==> src/rtl/color_pwm_driver_pkg.sv <==
// Shared colour codes, fade FSM encoding and the colour-to-duty mapping used by
// the colour PWM driver.
package color_pkg;

  localparam logic [1:0] COLOR_OFF  = 2'h0;
  localparam logic [1:0] COLOR_BLUE = 2'h1;
  localparam logic [1:0] COLOR_RED  = 2'h2;
  localparam logic [1:0] COLOR_HOLD = 2'h3;

  typedef enum logic {
    FADE_IDLE,
    FADE_ACTIVE
  } fade_state_t;

  typedef enum logic {
    CH_RED,
    CH_BLUE
  } channel_t;

  // Returned at 16 bits; callers narrow to their own PWM width.
  function automatic logic [15:0] target_duty(input logic [1:0]  code,
                                              input channel_t    ch,
                                              input logic [15:0] period);
    logic [15:0] duty;
    duty = '0;
    case (code)
      COLOR_BLUE: if (ch == CH_BLUE) duty = period;
      COLOR_RED:  if (ch == CH_RED)  duty = period;
      default:    duty = '0;
    endcase
    return duty;
  endfunction

endpackage

==> src/rtl/color_pwm_driver_if.sv <==
// Colour/enable request from the colour FSM and the LED PWM outputs back to the
// board.
interface color_pwm_driver_if;
  logic [1:0] color_in;
  logic       en;
  logic       red_pwm;
  logic       blue_pwm;
  logic       busy;

  modport master (
    output color_in,
    output en,
    input  red_pwm,
    input  blue_pwm,
    input  busy
  );

  modport slave (
    input  color_in,
    input  en,
    output red_pwm,
    output blue_pwm,
    output busy
  );
endinterface

==> src/rtl/color_pwm_channel.sv <==
// One LED channel: duty register stepping toward its target once per PWM
// period, plus the registered PWM compare.
module color_pwm_channel #(
  parameter int PWM_WIDTH = 8,
  parameter int FADE_STEP = 32
) (
  input  logic                 clk,
  input  logic                 rst,
  input  logic [PWM_WIDTH-1:0] cnt,
  input  logic                 step,
  input  logic                 en,
  input  logic [PWM_WIDTH-1:0] target,
  output logic                 pwm,
  output logic                 at_target
);

  localparam logic signed [PWM_WIDTH:0] STEP_S = (PWM_WIDTH+1)'(FADE_STEP);
  localparam logic [PWM_WIDTH-1:0]      STEP_D = PWM_WIDTH'(FADE_STEP);

  logic [PWM_WIDTH-1:0] duty;

  // Distance is signed in one extra bit, so a step never overshoots or wraps.
  function automatic logic [PWM_WIDTH-1:0] step_toward(input logic [PWM_WIDTH-1:0] cur,
                                                       input logic [PWM_WIDTH-1:0] tgt);
    logic signed [PWM_WIDTH:0] diff;
    logic [PWM_WIDTH-1:0]      nxt;
    diff = $signed({1'b0, tgt}) - $signed({1'b0, cur});
    if (diff > STEP_S)
      nxt = cur + STEP_D;
    else if (diff < -STEP_S)
      nxt = cur - STEP_D;
    else
      nxt = tgt;
    return nxt;
  endfunction

  assign at_target = (duty == target);

  always_ff @(posedge clk) begin
    if (rst) begin
      duty <= '0;
      pwm  <= 1'b0;
    end else begin
      if (step)
        duty <= step_toward(duty, target);
      pwm <= en & (cnt < duty);
    end
  end

endmodule

==> src/rtl/color_pwm_driver.sv <==
// Turns the colour FSM code into red/blue LED PWM, crossfading one duty step
// per PWM period between colours.
module color_pwm_driver
  import color_pkg::*;
#(
  parameter int PWM_WIDTH = 8,
  parameter int FADE_STEP = 32
) (
  input  logic              clk,
  input  logic              rst,
  color_pwm_driver_if.slave bus
);

  typedef logic [PWM_WIDTH-1:0] duty_t;

  localparam int          PERIOD   = (1 << PWM_WIDTH) - 1;
  localparam logic [15:0] PERIOD16 = 16'(PERIOD);
  localparam duty_t       LAST     = duty_t'(PERIOD - 1);

  duty_t       cnt;
  logic [1:0]  target;
  fade_state_t state;
  logic        busy;
  logic        boundary;
  logic        step;
  duty_t       red_target;
  duty_t       blue_target;
  logic        red_at;
  logic        blue_at;
  logic        red_pwm;
  logic        blue_pwm;

  assign red_target  = duty_t'(target_duty(target, CH_RED,  PERIOD16));
  assign blue_target = duty_t'(target_duty(target, CH_BLUE, PERIOD16));

  // Steps use the target held before this edge; a same-edge colour change
  // takes effect at the following boundary.
  assign boundary = (cnt == LAST);
  assign step     = bus.en & boundary & (state == FADE_ACTIVE);

  always_ff @(posedge clk) begin
    if (rst) begin
      cnt    <= '0;
      target <= COLOR_OFF;
      state  <= FADE_IDLE;
      busy   <= 1'b0;
    end else begin
      if (!bus.en || boundary)
        cnt <= '0;
      else
        cnt <= cnt + 1'b1;

      if (bus.color_in != COLOR_HOLD)
        target <= bus.color_in;

      case (state)
        FADE_IDLE: begin
          if (!(red_at && blue_at)) begin
            state <= FADE_ACTIVE;
            busy  <= 1'b1;
          end
        end
        FADE_ACTIVE: begin
          if (red_at && blue_at) begin
            state <= FADE_IDLE;
            busy  <= 1'b0;
          end
        end
        default: begin
          state <= FADE_IDLE;
          busy  <= 1'b0;
        end
      endcase
    end
  end

  color_pwm_channel #(
    .PWM_WIDTH (PWM_WIDTH),
    .FADE_STEP (FADE_STEP)
  ) u_red (
    .clk       (clk),
    .rst       (rst),
    .cnt       (cnt),
    .step      (step),
    .en        (bus.en),
    .target    (red_target),
    .pwm       (red_pwm),
    .at_target (red_at)
  );

  color_pwm_channel #(
    .PWM_WIDTH (PWM_WIDTH),
    .FADE_STEP (FADE_STEP)
  ) u_blue (
    .clk       (clk),
    .rst       (rst),
    .cnt       (cnt),
    .step      (step),
    .en        (bus.en),
    .target    (blue_target),
    .pwm       (blue_pwm),
    .at_target (blue_at)
  );

  assign bus.red_pwm  = red_pwm;
  assign bus.blue_pwm = blue_pwm;
  assign bus.busy     = busy;

endmodule

==> src/flat_wrapper.sv <==
// flat-port wrapper written by rule: the top's interface ports become plain ports
module color_pwm_driver_flat import color_pkg::*;
#(
  parameter int PWM_WIDTH = 8,
  parameter int FADE_STEP = 32
)
  (clk, rst, bus_color_in, bus_en, bus_red_pwm, bus_blue_pwm, bus_busy);
  color_pwm_driver_if bus_i ();
  input  logic clk;
  input  logic rst;
  input wire logic [$bits(bus_i.color_in)-1:0] bus_color_in;
  input wire logic [$bits(bus_i.en)-1:0] bus_en;
  output wire logic [$bits(bus_i.red_pwm)-1:0] bus_red_pwm;
  output wire logic [$bits(bus_i.blue_pwm)-1:0] bus_blue_pwm;
  output wire logic [$bits(bus_i.busy)-1:0] bus_busy;
  assign bus_i.color_in = bus_color_in;
  assign bus_i.en = bus_en;
  assign bus_red_pwm = bus_i.red_pwm;
  assign bus_blue_pwm = bus_i.blue_pwm;
  assign bus_busy = bus_i.busy;
  color_pwm_driver #(.PWM_WIDTH(PWM_WIDTH), .FADE_STEP(FADE_STEP)) u_core (.clk(clk), .rst(rst), .bus(bus_i));
endmodule
==> config.mk <==
export PLATFORM = sky130hd
export DESIGN_NAME = color_pwm_driver_flat
export DESIGN_NICKNAME = d
export VERILOG_FILES = /design/src/rtl/color_pwm_driver_pkg.sv /design/src/rtl/color_pwm_driver_if.sv /design/src/rtl/color_pwm_channel.sv /design/src/rtl/color_pwm_driver.sv /design/src/flat_wrapper.sv
export SDC_FILE = /design/constraint.sdc
export NUM_CORES = 1
export LEC_CHECK = 0
export CAP_MARGIN = 0
export CORE_MARGIN = 3
export CORE_UTILIZATION = 50
export DETAILED_ROUTE_END_ITERATION = 10
export GPL_ROUTABILITY_DRIVEN = 0
export PLACE_DENSITY = 0.71
export SKIP_LAST_GASP = 1
export SLEW_MARGIN = 20
export SYNTH_ARGS = -nofsm -noshare
export SYNTH_HDL_FRONTEND = slang
export SYNTH_SLANG_ARGS = --single-unit
==> constraint.sdc <==
create_clock -name clk -period 6.6 [get_ports clk]
set_input_delay 0.99 -clock clk [delete_from_list [all_inputs] [get_ports clk]]
set_output_delay 0.99 -clock clk [all_outputs]
set_load 0.1 [all_outputs]
==> results.sh, run 1 <==
export IMPL_required_ns=6.76
export IMPL_ant_nets=0
export IMPL_synth_xor_area_frac=0.0461
export IMPL_grt_pass1_vias=1391
export IMPL_end_kind="flop"
export IMPL_cts_root_buf="clkbuf_8"
export IMPL_synth_area_sq_um=1900
export IMPL_worstPathArrival_ns=3.00
export IMPL_finalCritPeriodShare=0.431
export IMPL_syn_to_final_growth_pct=8.82
export IMPL_yosys_cell_types_count=42
export IMPL_yosysTopAreaCell="ha_1"
export IMPL_fin_worst_skew_ns=0.00229
export IMPL_ys_ff_latch=22
export IMPL_cp_slowest_stage_delay_ns=0.41
export IMPL_cts_path_max_buffers=2
export IMPL_async_flop_share=0
export IMPL_placed_area_sq_um=2010
export IMPL_drt_iter0_drc=131
export IMPL_synth_fa_ha_area_frac=0.243
export IMPL_holdWs_ns=0.496
export IMPL_fin_crit_ns=2.84
export IMPL_cpMostUsedCell="o21ai_1"
export IMPL_maxSlewViolCount=0
export IMPL_die_h_um=67.7
export IMPL_synth_edf_count=0
export IMPL_worstPathMaxFanout=7
export IMPL_power_leakage_nw=0.852
export IMPL_yosys_warnings=0
export IMPL_numCtsBuffers=3
export IMPL_start_kind="flop"
export IMPL_power_density_nw_per_um2=150
export IMPL_fill_cells=308
export IMPL_ys_dominant_reg_cell="dfxtp_1"
export IMPL_die_w_um=67.7
export IMPL_ys_seq_area_frac=0.232
export IMPL_nNetsFinal=273
export IMPL_synth_top_family_by_area="adder cells"
export IMPL_path_delay_family="compound AO/OA/AOI/OAI gates"
export IMPL_drt_drc_violations_left=0
export IMPL_worstPathCellList="nand2b_1 > inv_1 > ha_1 > a21oi_4 > o21ai_1 > a211oi_2 > mux2i_2 > o21ai_1 > o31a_1"
export IMPL_syn_avg_cell_area_sq_um=8.53
export IMPL_synth_top_area_share=0.243
export IMPL_fmax_mhz=352
export IMPL_diodes=0
export IMPL_antenna_found_initial=0
export IMPL_grt_setup_unrepaired="no"
export IMPL_hold_viol=0
export IMPL_cts_htree_levels=1
export IMPL_status="finished clean"
export IMPL_clkLatencyLatePin_ns=0.26
export IMPL_row_count=21
export IMPL_cp_startpoint="u_core.target[1]"
export IMPL_postCtsSetupBuffers=0
export IMPL_overflow=0
export IMPL_via_count=1563
export IMPL_dp_hpwl_um=2930
export IMPL_clk_pin_slew_ns=0.08
export IMPL_maxCapViolations=0
export IMPL_port_buffers=7
export IMPL_worstHoldPathType="flop to flop"
export IMPL_synth_mux_area_frac=0.0184
export IMPL_setup_tns_ns=0
export IMPL_via_per_inst=5.66
export IMPL_grt_use_total=0.179
export IMPL_hp_start="u_core.u_red.duty[5]"
export IMPL_synth_compound_area_frac=0.222
export IMPL_path_buf_inv=1
export IMPL_drive_gt1_frac=0.0435
export IMPL_postLayoutSetupSlackWorst_ns=3.76
export IMPL_ioPinCount=8
export IMPL_ir_worst_vdd_mv=0.115
export IMPL_dr_pass1_iters=4
export IMPL_holdBufCountCts=0
export IMPL_worst_slew_pin_slew_ns=0.990
export IMPL_grt_start_max_net_pins=14
export IMPL_postCtsResizedCells=0
export IMPL_start_util=0.544
export IMPL_reg2reg_from="u_core.target[1]"
export IMPL_cts_sinks=22
export IMPL_synth_area_leaders="ha_1 (24%), dfxtp_1 (23%), a21o_1 (4.7%)"
export IMPL_setup_viol=0
export IMPL_synth_fp_nets=265
export IMPL_cp_slowest_cell="ha_1"
export IMPL_crit_type="flop to flop"
export IMPL_yosys_area_share_simple=0.201
export IMPL_wirelength_um=3780
export IMPL_core_sq_um=3490
export IMPL_stdcell_area_sq_um=2070
export IMPL_cts_tree="built"
export IMPL_wl_per_cell_um=13.7
export IMPL_syn_instance_count=223
export IMPL_pre_cts_ws_ns=3.82
export IMPL_die_area_sq_um=4580
export IMPL_grt_pass1_wl_um=6410
export IMPL_slew_headroom=0.338
[per-layer routing]
| layer | vias to the layer above | track usage | share of wire |
|---|---|---|---|
| met1 | 712 | 0.259 | 0.53 |
| met4 | 0 | 0.0152 | 0 |
| met2 | 27 | 0.283 | 0.44 |
| met5 | - | 0 | 0 |
| met3 | 0 | 0.0349 | 0.034 |
| li1 | 824 | - | - |
[worst paths after layout]
| kind | cells past startpoint | slack (ns) | endpoint |
|---|---|---|---|
| setup / recovery | 9 | 3.76 | u_core.u_blue.duty[7] |
| hold / removal | 2 | 0.50 | u_core.u_red.duty[5] |
| setup reg to reg | 9 | 3.76 | u_core.u_blue.duty[7] |
| hold reg to reg | 2 | 0.50 | u_core.u_red.duty[5] |
[layout by cell type (no fill, tap or decap), types with 2 or more instances in the layout]
cell             count
ha_1                37
dfxtp_1             22
nor2_1              17
inv_1               15
nand2_1             13
a21o_1              12
nand3_1             10
a21oi_1             10
nand2b_1             9
xor2_1               7
o21ai_0              7
clkdlybuf4s50_1      7
nor2b_1              6
a31oi_1              6
and3_1               4
clkbuf_8             4
nand4_1              3
o211a_1              3
a311oi_1             3
xnor2_1              3
o21ai_1              2
a211oi_2             2
nand3b_1             2
a211o_1              2
a211oi_1             2
o211ai_1             2
or3_1                2
nor3_1               2
nor3b_1              2
[where the power goes]
group / switching [W] / total [W] / internal [W]
sequential: 0.00000291 / 0.000138 / 0.000136
combinational: 0.0000436 / 0.0000724 / 0.0000288
clock: 0.0000456 / 0.0000989 / 0.0000532
total: 0.0000921 / 0.000310 / 0.000218
[final cells by class]
| cell class | instances | area (sq um) | share of cell area |
|---|---|---|---|
| multi-input cells | 182 | 1390 | 0.672 |
| well taps | 46 | 57.6 | 0.0278 |
| repair buffers | 7 | 70.1 | 0.0339 |
| clock buffers | 4 | 55.1 | 0.0266 |
| flip-flops and latches | 22 | 440 | 0.213 |
| inverters | 15 | 56.3 | 0.0272 |
[worst min-delay path, cell delays in order, from the launching register on]
cell     delay, ns
dfxtp_1       0.33
nand2_1       0.06
a31oi_1       0.06
[flip-flops by register name, indices dropped and copies added (netlist names)]
name	count
u_core.u_red.duty	4
u_core.cnt	8
u_core.u_blue.duty	4
u_core.u_blue.pwm	1
u_core.bus.busy	1
u_core.target	2
u_core.state	1
u_core.u_red.pwm	1
[cells in the mapped netlist (3+ instances only)]
cell type  count
ha_1          37
dfxtp_1       22
nor2_1        17
inv_1         15
nand2_1       13
a21o_1        12
a21oi_1       10
nand3_1       10
nand2b_1       9
o21ai_0        7
xor2_1         7
a31oi_1        6
nor2b_1        6
and3_1         4
clkbuf_1       4
a311oi_1       3
nand4_1        3
o211a_1        3
xnor2_1        3
[logic make-up (layout without fill, tap and decap cells)]
logic type	after synthesis	in the layout
DFF	22	22
and+or+nand+nor	74	74
buffers and inverters	19	26
muxes	3	3
AOI/OAI and AO/OA	58	58
adders and majority gates	37	37
xor gates and xnor gates	10	10
[stage by stage]
stage	util	power, W	std cells
after detailed placement	0.576	0.000213	272
after global routing	0.592	0.000325	276
after global placement	0.576	0.000213	272
after CTS	0.592	0.000311	276
after floorplan	-	0.000198	223
final	0.592	0.000310	276
Note: power is estimated with default switching activity, not from simulation.
==> run 2, diff against run 1 <==
==> constraint.sdc (replaced) <==
create_clock -name clk -period 2.8 [get_ports clk]
set_input_delay 0.42 -clock clk [delete_from_list [all_inputs] [get_ports clk]]
set_output_delay 0.42 -clock clk [all_outputs]
set_load 0.1 [all_outputs]
==> run 2 against run 1 <==
- sequential cell count unchanged
- non-clock buffer count rose by 4
- register-to-register slack got worse by 3.6 ns
==> results.sh, run 2 (synthesis gave the netlist of run 1 again) <==
export IMPL_worstPathMaxFanout=7
export IMPL_stdcell_area_sq_um=2080
export IMPL_drt_iter0_drc=66
export IMPL_placed_area_sq_um=2040
export IMPL_worst_slew_pin_slew_ns=0.498
export IMPL_reg2reg_from="u_core.target[1]"
export IMPL_met2_length_um=1580
export IMPL_via_count=1571
export IMPL_top_register="u_core.cnt"
export IMPL_fin_crit_ns=2.64
export IMPL_largest_register_ffs=8
export IMPL_hp_start="u_core.bus.busy"
export IMPL_ioPinCount=8
export IMPL_required_ns=2.97
export IMPL_power_total_w=0.000685
export IMPL_power_density_nw_per_um2=330
export IMPL_drive_gt1_frac=0.0730
export IMPL_diodes=0
export IMPL_wl_met3_um=127
export IMPL_power_leakage_nw=0.870
export IMPL_path_buf_inv=1
export IMPL_grt_pass1_vias=1418
export IMPL_maxCapViolations=0
export IMPL_rr_endpoint="u_core.u_blue.duty[3]"
export IMPL_top_layer="met4"
export IMPL_r2r_cells=10
export IMPL_layout_common_cells="ha_1 (37), dfxtp_1 (22), nor2_1 (17)"
export IMPL_antenna_found_initial=0
export IMPL_fmax_mhz=378
export IMPL_grt_start_max_net_pins=14
export IMPL_start_util=0.544
export IMPL_maxSlewViolCount=0
export IMPL_wl_per_cell_um=13.2
export IMPL_grt_use_total=0.179
export IMPL_dr_pass1_iters=4
export IMPL_reg_top3="u_core.cnt x8, u_core.u_blue.duty x4, u_core.u_red.duty x4"
export IMPL_cts_sinks=22
export IMPL_setup_viol=0
export IMPL_numCtsBuffers=3
export IMPL_status="finished clean"
export IMPL_seqCellArea_sq_um=440
export IMPL_ant_nets=0
export IMPL_end_kind="flop"
export IMPL_cts_tree="built"
export IMPL_via_per_inst=5.63
export IMPL_dp_hpwl_um=2930
export IMPL_syn_to_final_growth_pct=9.28
export IMPL_wirelength_um=3680
export IMPL_core_sq_um=3490
export IMPL_worst_r2r_setup_slack_ns=0.16
export IMPL_grt_setup_unrepaired="no"
export IMPL_hold_end="u_core.bus.busy"
export IMPL_finalCritPeriodShare=0.944
export IMPL_fin_worst_skew_ns=0.00120
export IMPL_slew_headroom=0.667
export IMPL_drt_drc_violations_left=0
export IMPL_final_common_cell="ha_1"
export IMPL_clk_pin_slew_ns=0.07
export IMPL_die_w_um=67.7
export IMPL_setup_tns_ns=0
export IMPL_met1_length_um=1970
export IMPL_worstHoldPathType="flop to flop"
export IMPL_cp_slowest_cell="o311a_1"
export IMPL_die_h_um=67.7
export IMPL_ir_worst_vdd_mv=0.251
export IMPL_start_kind="flop"
export IMPL_clkLatencyLatePin_ns=0.25
export IMPL_crit_type="flop to flop"
export IMPL_cts_root_buf="clkbuf_8"
export IMPL_postCtsSetupBuffers=0
export IMPL_fill_cells=329
export IMPL_worstHoldPathCells=2
export IMPL_path_delay_family="simple AND/OR/NAND/NOR gates"
export IMPL_cp_slowest_stage_delay_ns=0.36
export IMPL_overflow=0
export IMPL_die_area_sq_um=4580
export IMPL_worstPathArrival_ns=2.81
export IMPL_row_count=21
export IMPL_grt_pass1_wl_um=6350
export IMPL_multiInputGateArea_sq_um=1390
export IMPL_hold_viol=0
export IMPL_worstPathCellList="nand2b_1 > inv_1 > ha_1 > a211oi_2 > nand2_1 > o311a_1 > nor3_2 > mux2i_2 > or3_1 > a21oi_1"
export IMPL_nNetsFinal=277
export IMPL_cts_path_max_buffers=2
export IMPL_cts_htree_levels=1
export IMPL_port_buffers=7
==> run 2: cell count changes in the layout (fill, tap and decap cells not counted) <==
cell,previous run,this run
or2_1,1,2
clkbuf_8,4,3
inv_2,0,1
or2_0,1,0
buf_4,0,7
inv_1,15,14
clkdlybuf4s50_1,7,4
==> run 2: worst max-delay path by stage <==
stage,to,from,slack [ns],depth (start not counted)
after floorplan,u_core.u_blue.duty[5],u_core.target[1],0.33,10
after global placement,u_core.u_blue.duty[3],u_core.target[1],0.19,10
after detailed placement,u_core.u_blue.duty[3],u_core.target[1],0.19,10
after CTS,u_core.u_blue.duty[3],u_core.target[1],0.16,10
after global routing,u_core.u_blue.duty[3],u_core.target[1],0.009,10
final,u_core.u_blue.duty[3],u_core.target[1],0.16,10
==> run 2: stage by stage <==
| step | worst slack (ns) | utilization | std cells | hold WS [ns] |
|---|---|---|---|---|
| 2_1_floorplan | 0.328 | - | 223 | 0.464 |
| 3_3_place_gp | 0.189 | 0.583 | 276 | 0.472 |
| 3_5_place_dp | 0.194 | 0.583 | 276 | 0.489 |
| 4_1_cts | 0.159 | 0.595 | 279 | 0.504 |
| 5_1_grt | 0.00862 | 0.595 | 279 | 0.536 |
| 6_report | 0.158 | 0.595 | 279 | 0.494 |
==> run 2: tightest hold or removal path: stages (launching register included) <==
cell	delay, ns
dfxtp_1	0.33
a21oi_1	0.06
nor2_1	0.07
==> run 2: power by group <==
part	internal, W	total [W]	switching [W]
clock network	0.0000958	0.000189	0.0000932
logic	0.0000684	0.000170	0.000102
registers	0.000320	0.000326	0.00000674
==> run 2: final cells by class <==
cell class / count / area share
clock buffer: 3 / 0.0199
inverter: 15 / 0.0271
tap: 46 / 0.0277
sequential: 22 / 0.212
multi-input combinational: 182 / 0.669
timing repair buffer: 11 / 0.0446
==> run 2: timing repair <==
| action | 4_1_cts | 5_1_grt |
|---|---|---|
| resized for setup | 0 | 2 |
| hold buffers | 0 | 0 |
| setup endpoints to repair | 0 | 4 |
==> run 2: per-layer routing <==
layer	track usage	up-vias
met4	0.0152	0
li1	-	830
met3	0.0349	2
met1	0.259	712
met5	0	-
met2	0.283	27
